--- src/rtl/ps2_pkg.sv ---
// Shared constants, FSM state encoding and event packing for the PS/2 key sequencer.
package ps2_pkg;

   localparam logic [7:0] PS2_PREFIX_EXT = 8'hE0;
   localparam logic [7:0] PS2_PREFIX_BRK = 8'hF0;
   localparam logic [7:0] PS2_ERR0       = 8'h00;
   localparam logic [7:0] PS2_ERR1       = 8'hFF;

   // Event word layout: {ext, brk, code[7:0]}
   localparam int EV_W = 10;

   typedef enum logic [1:0] {
      ST_IDLE = 2'd0,
      ST_E0   = 2'd1,
      ST_F0   = 2'd2,
      ST_E0F0 = 2'd3
   } ps2_state_t;

   function automatic logic is_err_byte(input logic [7:0] b);
      return (b == PS2_ERR0) || (b == PS2_ERR1);
   endfunction

   function automatic logic [EV_W-1:0] pack_event(input logic ext, input logic brk,
                                                   input logic [7:0] code);
      return {ext, brk, code};
   endfunction

endpackage

--- src/rtl/ps2_event_fifo.sv ---
// Register-based event FIFO with async active-high reset, occupancy count and full/empty flags.
module ps2_event_fifo #(
   parameter int WIDTH = 10,
   parameter int DEPTH = 8
) (
   input  logic                     clk,
   input  logic                     rst,
   input  logic                     push,
   input  logic [WIDTH-1:0]         push_data,
   input  logic                     pop,
   output logic [WIDTH-1:0]         head,
   output logic                     full,
   output logic                     empty,
   output logic [$clog2(DEPTH):0]   level
);

   localparam int AW = $clog2(DEPTH);

   logic [WIDTH-1:0] mem [DEPTH];
   logic [AW-1:0]    wr_ptr;
   logic [AW-1:0]    rd_ptr;
   logic             do_push;
   logic             do_pop;

   assign empty = (level == '0);
   assign full  = (level == (AW+1)'(DEPTH));

   // A full FIFO still accepts a push when the head leaves in the same cycle.
   assign do_pop  = pop && !empty;
   assign do_push = push && (!full || do_pop);

   // Head slot is never overwritten while occupied, so it stays stable until popped.
   assign head = mem[rd_ptr];

   always_ff @(posedge clk or posedge rst) begin
      if (rst) begin
         for (int i = 0; i < DEPTH; i++) begin
            mem[i] <= '0;
         end
         wr_ptr <= '0;
         rd_ptr <= '0;
         level  <= '0;
      end else begin
         if (do_push) begin
            mem[wr_ptr] <= push_data;
            wr_ptr      <= wr_ptr + 1'b1;
         end
         if (do_pop) begin
            rd_ptr <= rd_ptr + 1'b1;
         end
         case ({do_push, do_pop})
            2'b10:   level <= level + 1'b1;
            2'b01:   level <= level - 1'b1;
            default: level <= level;
         endcase
      end
   end

endmodule

--- src/rtl/ps2_key_sequencer.sv ---
// Folds E0/F0 scan-code prefixes into key events, queues them and drives the LED.
// Optional auto-repeat suppression is enabled with `define TYPEMATIC_FILTER_EN.
module ps2_key_sequencer
   import ps2_pkg::*;
#(
   parameter int FIFO_DEPTH  = 8,
   parameter int TIMEOUT_CYC = 50000
) (
   input  logic                         clock_fpga,
   input  logic                         reset,
   input  logic                         new_code,
   input  logic [7:0]                   code_in,
   output logic                         ev_valid,
   input  logic                         ev_ready,
   output logic [7:0]                   ev_code,
   output logic                         ev_ext,
   output logic                         ev_break,
   output logic [$clog2(FIFO_DEPTH):0]  ev_level,
   output logic                         overflow,
   output logic                         kbd_err,
   output logic                         led
);

   localparam int             TW       = $clog2(TIMEOUT_CYC + 1);
   localparam logic [TW-1:0]  TMO_LAST = TW'(TIMEOUT_CYC - 1);

   ps2_state_t      state;
   ps2_state_t      state_next;
   logic [TW-1:0]   tmo_cnt;
   logic            emit;
   logic            emit_ext;
   logic            emit_brk;
   logic            err_byte;
   logic            suppress;
   logic            push_q;
   logic [EV_W-1:0] ev_q;
   logic [EV_W-1:0] head;
   logic            fifo_full;
   logic            fifo_empty;
   logic            pop;
   logic            accepted;

   always_ff @(posedge clock_fpga or posedge reset) begin
      if (reset) begin
         state <= ST_IDLE;
      end else begin
         state <= state_next;
      end
   end

   // Prefix bytes only move the state; any other byte closes the sequence.
   always_comb begin
      state_next = state;
      emit       = 1'b0;
      emit_ext   = 1'b0;
      emit_brk   = 1'b0;
      err_byte   = 1'b0;
      if (new_code) begin
         if (is_err_byte(code_in)) begin
            err_byte   = 1'b1;
            state_next = ST_IDLE;
         end else if (code_in == PS2_PREFIX_EXT) begin
            state_next = ST_E0;
         end else if (code_in == PS2_PREFIX_BRK) begin
            state_next = (state == ST_E0) ? ST_E0F0 : ST_F0;
         end else begin
            emit       = 1'b1;
            emit_ext   = (state == ST_E0) || (state == ST_E0F0);
            emit_brk   = (state == ST_F0) || (state == ST_E0F0);
            state_next = ST_IDLE;
         end
      end else if ((state != ST_IDLE) && (tmo_cnt == TMO_LAST)) begin
         state_next = ST_IDLE;
      end
   end

   always_ff @(posedge clock_fpga or posedge reset) begin
      if (reset) begin
         tmo_cnt <= '0;
      end else if (new_code || (state == ST_IDLE) || (tmo_cnt == TMO_LAST)) begin
         tmo_cnt <= '0;
      end else begin
         tmo_cnt <= tmo_cnt + 1'b1;
      end
   end

`ifdef TYPEMATIC_FILTER_EN
   logic       held;
   logic [8:0] held_key;
   logic [8:0] cur_key;

   assign cur_key  = {emit_ext, code_in};
   assign suppress = emit && !emit_brk && held && (cur_key == held_key);

   always_ff @(posedge clock_fpga or posedge reset) begin
      if (reset) begin
         held     <= 1'b0;
         held_key <= '0;
      end else if (emit && !emit_brk && !suppress) begin
         held     <= 1'b1;
         held_key <= cur_key;
      end else if (emit && emit_brk && held && (cur_key == held_key)) begin
         held <= 1'b0;
      end
   end
`else
   assign suppress = 1'b0;
`endif

   // Events are staged one cycle so the push lands in the cycle after new_code.
   always_ff @(posedge clock_fpga or posedge reset) begin
      if (reset) begin
         push_q  <= 1'b0;
         ev_q    <= '0;
         kbd_err <= 1'b0;
      end else begin
         push_q  <= emit && !suppress;
         ev_q    <= pack_event(emit_ext, emit_brk, code_in);
         kbd_err <= err_byte;
      end
   end

   // Handshake: the head transfers on any cycle where ev_valid && ev_ready;
   // while ev_valid is high and ev_ready low the ev_* fields hold steady.
   assign pop      = ev_valid && ev_ready;
   assign accepted = push_q && (!fifo_full || pop);

   ps2_event_fifo #(
      .WIDTH (EV_W),
      .DEPTH (FIFO_DEPTH)
   ) u_fifo (
      .clk       (clock_fpga),
      .rst       (reset),
      .push      (push_q),
      .push_data (ev_q),
      .pop       (pop),
      .head      (head),
      .full      (fifo_full),
      .empty     (fifo_empty),
      .level     (ev_level)
   );

   assign ev_valid = !fifo_empty;
   assign ev_ext   = head[9];
   assign ev_break = head[8];
   assign ev_code  = head[7:0];

   always_ff @(posedge clock_fpga or posedge reset) begin
      if (reset) begin
         overflow <= 1'b0;
         led      <= 1'b0;
      end else begin
         if (push_q && fifo_full && !pop) begin
            overflow <= 1'b1;
         end
         if (accepted) begin
            led <= !ev_q[8];
         end
      end
   end

endmodule

--- config.mk ---
export PLATFORM = sky130hd
export DESIGN_NAME = ps2_key_sequencer
export DESIGN_NICKNAME = d
export VERILOG_FILES = /design/src/rtl/ps2_pkg.sv /design/src/rtl/ps2_event_fifo.sv /design/src/rtl/ps2_key_sequencer.sv
export SDC_FILE = /design/constraint.sdc
export NUM_CORES = 1
export LEC_CHECK = 0
export ABC_AREA = 0
export CORE_ASPECT_RATIO = 0.7
export CORE_MARGIN = 1
export CORE_UTILIZATION = 35
export DETAILED_ROUTE_END_ITERATION = 7
export HOLD_SLACK_MARGIN = 0.15
export SYNTH_ARGS = -nofsm -noshare
export SYNTH_HDL_FRONTEND = slang
export SYNTH_SLANG_ARGS = --single-unit
--- constraint.sdc ---
create_clock -name clock_fpga -period 10.2 [get_ports clock_fpga]
set_input_delay 1.02 -clock clock_fpga [delete_from_list [all_inputs] [get_ports clock_fpga]]
set_output_delay 1.02 -clock clock_fpga [all_outputs]
set_load 0.01 [all_outputs]
==> results.txt, run 1 <==
- Of the available clock period, the critical path in the final layout requires between 30% and 40%.
* Total instance count after detailed placement: 595
* Share of async-settable or async-resettable flops after synthesis: 100%
- FMAX: 259 MHz
- Vias per Instance: 5.20
- Dividing the synthesized area by the synthesized cell count gives 14.3 sq um.
- In this run the worst hold path is classified as reg -> reg.
- After synthesis, flip-flops and latches occupy 55.4% of the total area.
- Capturing element type of the critical path: primary output
- On the worst path, the slowest cell contributes a delay of 0.75 ns.
- The top cell types in the final layout, fill and taps aside, are sky130_fd_sc_hd__dfrtp_1 (122), sky130_fd_sc_hd__mux2_2 (82), sky130_fd_sc_hd__clkdlybuf4s50_1 (29).
- Num CTS Buffers: 17
- Together, buffers and inverters on the worst path number 2.
* Final-report max-slew violation count: 0
- The run finished, with violations left.
- Counting instances, the worst hold path has a depth of 1.
* Number of levels in the clock H-tree: 4
* Number of hold buffers added after cts: 0
- At the end of the flow, the number of nets in the layout was 437.
- First-pass GRT wire length: 18100 um
* Failing checks: DRC
- For the worst flop-to-flop path, the logic depth is 11.
- Core area: between 15000 and 20000 sq um
* Number of enable-type register cells in the synthesized netlist: 0
- PwrDens: 309 nW/um^2
- From left edge to right edge, the die measures 152 um.
* Max Cap Violations: 0
* Final Routed Wirelength: 11100 um
- CP required: roughly 9.2 ns
- Via count: 3248
- Peak supply drop: 0.127 mV
- In this run the cell area of the synthesized design comes to 5510 sq um.
* Cell family with the largest share of critical-path delay: buffers and inverters
* HPWL after detailed placement: 7270 um
- CP cell instances: buf_4 -> mux4_2 -> mux2_2 -> clkdlybuf4s50_1
- Slew at the pin with the worst max-slew slack: 1.07 ns
- Clock latency at the later pin of the worst-skew pair: about 0.40 ns
* Layout Area Growth over Synthesis: 20.3%
- Vias in the first global route: 3310
- After clock tree synthesis, the clock-pin slew on the worst setup and hold paths is 0.05 ns.
- 30 I/O pins were placed.
- Setup repair after global routing missed its margin: no
* CP startpoint kind: flop
- Static power due to leakage: 0.00284 uW
- Synth Flop Type: sky130_fd_sc_hd__dfrtp_1
- For the final routed database, the setup TNS stands at 0 ns.
- CP arrival: approximately 2.8 ns
- Time the worst path needs with I/O delays and setup: between 3 and 4 ns
- Post-Synthesis Cells: 385
- Hold timing on the final database bottoms out at a slack of between 0.4 and 0.5 ns.
- Final hold violations: 0
- Count of final setup violators: 0
* Final cell count without fillers: approximately 630
* Grt total ovfl: 0
* Remaining antenna violation count after routing: 0
* WS Path Type: reg -> out
- Setup Buffers After CTS: 0
* Drt first-iter violations: ~250
- Highest-delay cell along the critical path: sky130_fd_sc_hd__dfrtp_1
* Final Wtd Congestion: 0.759
- CTS tree: yes
- In the global route stage, overall resource usage came out at 14.9%.
* Yosys warns: 0
- Share of post-route cells with drive strength above 1: 34.4%
- Biggest fanout along the worst timing path: 12
- Entering global routing, the biggest net connects 82 pins.
- Detailed-routing iteration count for the pre-antenna-repair pass: 6
- Number of clock sinks: 122
- The number of antenna diodes in the final layout is 0.
- In this run the deepest clock path goes through 2 buffers.
- In this run the number of cells on the critical path is 4.
- In this run the tightest slew margin relative to its limit is 28.4%.
* Remaining routing DRC violations: 2
- Number of placement rows: 37
* Mapped Nets: a little over 400
* Filler Cell Count: 1328
- The number of antenna violations at the first check in global routing came to 0.
- After clock tree synthesis, the repair step resized 0 gates.
* Routed WL per cell: 17.8 um
* Most common cell after layout, fill and taps aside: sky130_fd_sc_hd__dfrtp_1
- Initial core utilization: 36.6%
- The die is 107 um tall.
- In this run, synthesis produced a sequential element count of 122.
- In this run the clock root is driven by a sky130_fd_sc_hd__clkbuf_16.
- Worst clock skew: around 0.0060 ns
* Die ar.: 16300 sq um
- The number of different library cells used by synthesis comes to 47.
- The count of buffers added on input and output ports is 29.
synthesized netlist by cell type, types with 2 or more instances:
cell / instances / share of area, %
sky130_fd_sc_hd__nand4_1: 6 / 0.68
sky130_fd_sc_hd__a21o_1: 2 / 0.27
sky130_fd_sc_hd__nor4_1: 3 / 0.34
sky130_fd_sc_hd__mux4_2: 20 / 8.2
sky130_fd_sc_hd__xnor2_1: 14 / 2.2
sky130_fd_sc_hd__nand2_1: 13 / 0.89
sky130_fd_sc_hd__clkbuf_1: 8 / 0.54
sky130_fd_sc_hd__nor2_1: 21 / 1.4
sky130_fd_sc_hd__buf_2: 5 / 0.45
sky130_fd_sc_hd__a21oi_1: 6 / 0.54
sky130_fd_sc_hd__and3_1: 3 / 0.34
sky130_fd_sc_hd__o21ai_0: 5 / 0.45
sky130_fd_sc_hd__dfrtp_1: 122 / 55
sky130_fd_sc_hd__nor3_1: 2 / 0.18
sky130_fd_sc_hd__or3_1: 2 / 0.23
sky130_fd_sc_hd__xor2_1: 7 / 1.1
sky130_fd_sc_hd__mux2_4: 10 / 2.7
sky130_fd_sc_hd__inv_1: 8 / 0.54
sky130_fd_sc_hd__nand2b_1: 2 / 0.23
sky130_fd_sc_hd__buf_6: 2 / 0.41
sky130_fd_sc_hd__nand4b_1: 3 / 0.48
sky130_fd_sc_hd__mux2_2: 82 / 17
sky130_fd_sc_hd__ha_1: 6 / 1.4
sky130_fd_sc_hd__and4_1: 2 / 0.32
sky130_fd_sc_hd__nor4b_1: 2 / 0.32
sky130_fd_sc_hd__nand3_1: 8 / 0.73
through the flow:
stage / area (sq um) / util, % / setup WS, ns / power, uW
final: 6630 / 44.1 / 6.34 / 2050
after global routing: 6630 / 44.1 / 6.18 / 2160
after CTS: 6630 / 44.1 / 6.29 / 2070
after detailed placement: 5980 / 39.8 / 6.73 / 1400
after global placement: 5980 / 39.8 / 6.74 / 1390
after floorplan: 5510 / - / 5.94 / 1190
flip-flops by register name, summed over array words and instances (netlist names):
name / flops
u_fifo.mem: 80
u_fifo.level: 4
push_q: 1
ev_q: 10
kbd_err: 1
state: 2
overflow: 1
u_fifo.wr_ptr: 3
tmo_cnt: 16
u_fifo.rd_ptr: 3
led: 1
cells by family (layout without fill, tap and decap cells):
group | Yosys count | in the layout | synth area share, %
flip-flops | 122 | 122 | 55.4
XOR/XNOR | 21 | 21 | 3.34
buffers and inverters | 26 | 71 | 2.27
AND/OR/NAND/NOR | 78 | 78 | 7.85
multiplexers | 112 | 112 | 27.6
adder cells (fa/ha/maj) | 6 | 6 | 1.36
AO/OA/AOI/OAI | 20 | 20 | 2.16
per-layer routing:
metal	vias up	GRT usage, %	wire length (um)
met3	16	3.03	336
met4	0	5.90	155
met5	-	0	0
met1	1698	21.0	5580
li1	1471	-	-
met2	63	22.7	5050
path summary, 6_finish.rpt:
kind                                   from               to  slack, ns
setup / recovery           u_fifo.rd_ptr[0]       ev_code[7]       6.34
hold / removal                     overflow         overflow       0.46
setup reg to reg            u_fifo.level[1]  u_fifo.level[2]       7.50
hold reg to reg                    overflow         overflow       0.46
max in group asynchronous             reset   u_fifo.mem[57]       7.77
min in group asynchronous             reset   u_fifo.mem[55]       1.01
power breakdown:
part / leakage [uW] / total (uW) / internal, uW / switching (uW)
clock: 0.000315 / 660 / 457 / 203
sequential: 0.00153 / 769 / 640 / 129
combinational: 0.000998 / 621 / 405 / 216
total: 0.00284 / 2050 / 1500 / 548
worst reg2reg max path: stages (launching register included):
cell,delay (ns)
sky130_fd_sc_hd__dfrtp_1,0.46
sky130_fd_sc_hd__or3_1,0.44
sky130_fd_sc_hd__or2_2,0.33
sky130_fd_sc_hd__nand2_1,0.17
sky130_fd_sc_hd__inv_1,0.08
sky130_fd_sc_hd__ha_1,0.26
sky130_fd_sc_hd__xor2_1,0.17
sky130_fd_sc_hd__ha_1,0.18
sky130_fd_sc_hd__a21oi_1,0.14
sky130_fd_sc_hd__xor2_1,0.15
sky130_fd_sc_hd__nor2_1,0.06
sky130_fd_sc_hd__xor2_1,0.14
final cells by class:
cell class / instances / area (sq um) / share of cell area (%)
clock buffers: 23 / 488 / 7.36
inverters: 9 / 38.8 / 0.585
multi-input cells: 237 / 2330 / 35.2
well taps: 195 / 244 / 3.68
clock inverters: 7 / 163 / 2.45
repair buffers: 32 / 313 / 4.72
flip-flops and latches: 122 / 3050 / 46.0
Note: power is estimated with default switching activity, not from simulation.
==> inputs of run 2 (changes only) <==
==> constraint.sdc (replaced) <==
create_clock -name clock_fpga -period 3.84 [get_ports clock_fpga]
set_input_delay 0.384 -clock clock_fpga [delete_from_list [all_inputs] [get_ports clock_fpga]]
set_output_delay 0.384 -clock clock_fpga [all_outputs]
set_load 0.01 [all_outputs]
==> run 2 against run 1 <==
Effect of this change: the flow still finishes with violations (DRC); core utilization grew 0.12 points; total power grew to 2.6 times the previous value; sequential share of layout area shrank 0.12 points; critical path depth shrank 1; worst setup slack lost 5.7 ns; sequential power grew to 2.7 times the previous value; die area is the same; critical path type unchanged; routed wire length grew 4.8%; first-iteration DRC count shrank 24%; clock-buffer cell count shrank 4; register-to-register slack lost 6.4 ns.
==> results.txt, run 2 (synthesis gave the netlist of run 1 again) <==
- Result of the run: finished, violations left
- The final reports fail on DRC.
- The data arrival time of the worst path came to 2.83 ns (about the same).
- The final max-slew violation count was 0 (unchanged).
* Setup slack after layout: 0.624 ns (-5.72 ns)
* Vias per Instance: 5.22 (+0.42%)
- Drt first-iter violations: 188 (-24%)
* WS Path Type: reg -> out
- Setup repair after global routing left no endpoint under its margin.
- The starting density of the core came to 36.6% (unchanged).
- Class of the tightest hold or removal check: in -> async
- TritonCTS built the clock tree.
* Part of the cycle the worst path needs: 83.8%
- Combinational fraction of design power: 31.0% (+0.7 points)
- The number of setup buffers added after CTS was 0 (unchanged).
- Routed WL per cell: 18.5 um (+3.8%)
* Grt total ovfl: 0 (unchanged)
* Final cell count without fillers: 631 (+0.96%)
* CP startpoint kind: flop
- The max capacitance violation total is 0 (unchanged).
- The largest fanout on the critical path is 19 (+7).
- The top-level I/O count was 30 (unchanged).
- Worst clock skew: 0.00991 ns (+0.00391 ns)
- The total CTS buffers is 17 (unchanged).
- Static timing analysis puts the maximum clock frequency at 311 MHz.
* PwrDens: 813 nW/um^2 (+160%)
- Remaining routing DRC violations: 2 (unchanged)
- Tot Pwr: 5410 uW (+160%)
- Capturing element type of the critical path: primary output
* Registers with the highest flip-flop counts: u_fifo.mem x80, tmo_cnt x16, ev_q x10
* Setup Total Neg Slack: 0 ns (unchanged)
- The final hold violation count was 0 (unchanged).
- The die boundary height is 107 um (unchanged).
- The area growth from synthesis to layout is 20.7%.
- Leaving out fill and tap cells, the most frequent cell in the layout is sky130_fd_sc_hd__dfrtp_1.
* Proportion of total power due to net switching: 28.2% (+1.4 points)
- Buffer type at the clock tree root: sky130_fd_sc_hd__clkbuf_16
- The count of placed standard cells including taps came to 599 (+0.67%).
* Overall global routing resource usage: 15.6% (+0.70 points)
- Clock-pin transition on the worst setup and hold timing paths: 0.06 ns (about the same)
* Time the worst path needs with I/O delays and setup: 3.22 ns
- The flip-flop count of the largest register after layout is 80 (unchanged).
- Share of post-route cells with drive strength above 1: 35.3% (+0.90 points)
- The largest net degree at the start of global routing is 67 (-18%).
- The number of global-route vias before repair was 3398 (+2.7%).
- The final setup violation count is 0 (unchanged).
- Floorplan die width: 152 um (unchanged)
- Post-layout util: 44.2% (+0.12 points)
- The count of hold-fix buffers inserted at cts was 0 (unchanged).
- The remaining number of nets flagged by the antenna check after routing was 0 (unchanged).
- The worst-skew pair later-pin latency was 0.41 ns (about the same).
* Die ar.: 16300 sq um (unchanged)
- Cells resized by post-CTS repair: 0 (unchanged)
- Core area: 15000 sq um (unchanged)
- Inserted Diodes: 0 (unchanged)
- The final wirelength was 11600 um (+4.8%).
- The static leakage power was 0.00285 uW (+0.17%).
- The estimated wirelength of the detail-placed design was 7710 um (+6.0%).
- Register ranked first by flip-flop count: u_fifo.mem
- The worst setup slack after placement is 1.03 ns (-5.70 ns).
- Peak supply drop: 0.274 mV (+120%)
- The routability congestion estimate from global placement was 0.768 (+1.2%).
* Slew at the pin with the worst max-slew slack: 1.15 ns (+0.0826 ns)
- The number of clock sinks was 122 (unchanged).
- The H-tree depth reported by CTS was 4 (unchanged).
- The final net count came to 441 (+0.92%).
- The tightest slew margin relative to the limit came to 22.9% (-5.5 points).
- Buffer levels on the longest clock path: 2 (unchanged)
- The library cells used most frequently in the layout, excluding fill and tap cells, are sky130_fd_sc_hd__dfrtp_1 (122), sky130_fd_sc_hd__mux2_2 (82), sky130_fd_sc_hd__clkdlybuf4s50_1 (29).
- Number of placement rows: 37 (unchanged)
* Switching power of the nets: 1520 uW (+180%)
- The via count of the routed design came to 3293 (+1.4%).
- The length of the first detailed-routing pass in iterations was 6 (unchanged).
- First-pass GRT wire length: 18900 um (+4.5%)
- Share of power burned in registers: 37.9% (+0.4 points)
- The required time at the endpoint of the critical path is 3.46 ns (-5.72 ns).
- Clk network pwr share: 31.1% (-1.1 points)
* Antenna violations before repair: 0 (unchanged)
- Internal Pwr Total: 3880 uW (+160%)
- Count of buffers from port buffering: 29 (unchanged)
[run 2: cell count changes in the layout (fill, tap and decap cells not counted)]
cell,before,now
sky130_fd_sc_hd__inv_6,0,2
sky130_fd_sc_hd__buf_12,0,1
sky130_fd_sc_hd__bufinv_16,5,4
sky130_fd_sc_hd__buf_4,3,6
sky130_fd_sc_hd__clkinvlp_4,1,2
sky130_fd_sc_hd__clkinv_4,0,4
sky130_fd_sc_hd__clkbuf_8,4,0
[run 2: final timing paths]
path                             startpoint              end  slack (ns)  depth (start not counted)
setup / recovery           u_fifo.rd_ptr[1]       ev_code[5]        0.62                          3
hold / removal                        reset       tmo_cnt[0]        0.48                          2
setup reg to reg            u_fifo.level[1]  u_fifo.level[2]        1.14                         11
hold reg to reg                    overflow         overflow        0.48                          1
max in group asynchronous             reset   u_fifo.mem[63]        2.59                          3
min in group clock_fpga            overflow         overflow        0.48                          1
[run 2: power by group through the flow]
stage	registers, uW	logic (uW)	clock network [uW]
6_report	2050	1680	1680
5_1_grt	2110	1800	1780
4_1_cts	2050	1700	1710
3_5_place_dp	2070	1690	0
3_3_place_gp	2040	1660	0
2_1_floorplan	1890	1270	0
[run 2: layout make-up]
class / count / area [sq um]
Clock inverter: 13 / 193
Inverter: 9 / 38.8
Tap cell: 195 / 244
Timing Repair Buffer: 36 / 355
Clock buffer: 19 / 433
Fill cell: 1319 / 8390
Sequential cell: 122 / 3050
Multi-Input combinational cell: 237 / 2330
[run 2: per-stage QoR]
step	hold slack, ns	cell area (sq um)
2_1_floorplan	0.415	5510
3_3_place_gp	0.453	6030
3_5_place_dp	0.464	6030
4_1_cts	0.481	6650
5_1_grt	0.489	6650
6_report	0.475	6650
[run 2: routing by layer]
metal | part of all wire [%] | global-route usage, %
met2 | 46 | 23.9
met1 | 50 | 21.4
met5 | 0 | 0
met3 | 2.7 | 3.88
met4 | 1.5 | 6.20
[run 2: critical path, cell delays in order, from the launching register on]
cell and delay [ns]:
sky130_fd_sc_hd__dfrtp_1 1.05, sky130_fd_sc_hd__mux4_2 0.60, sky130_fd_sc_hd__mux2_2 0.29, sky130_fd_sc_hd__clkdlybuf4s50_1 0.48
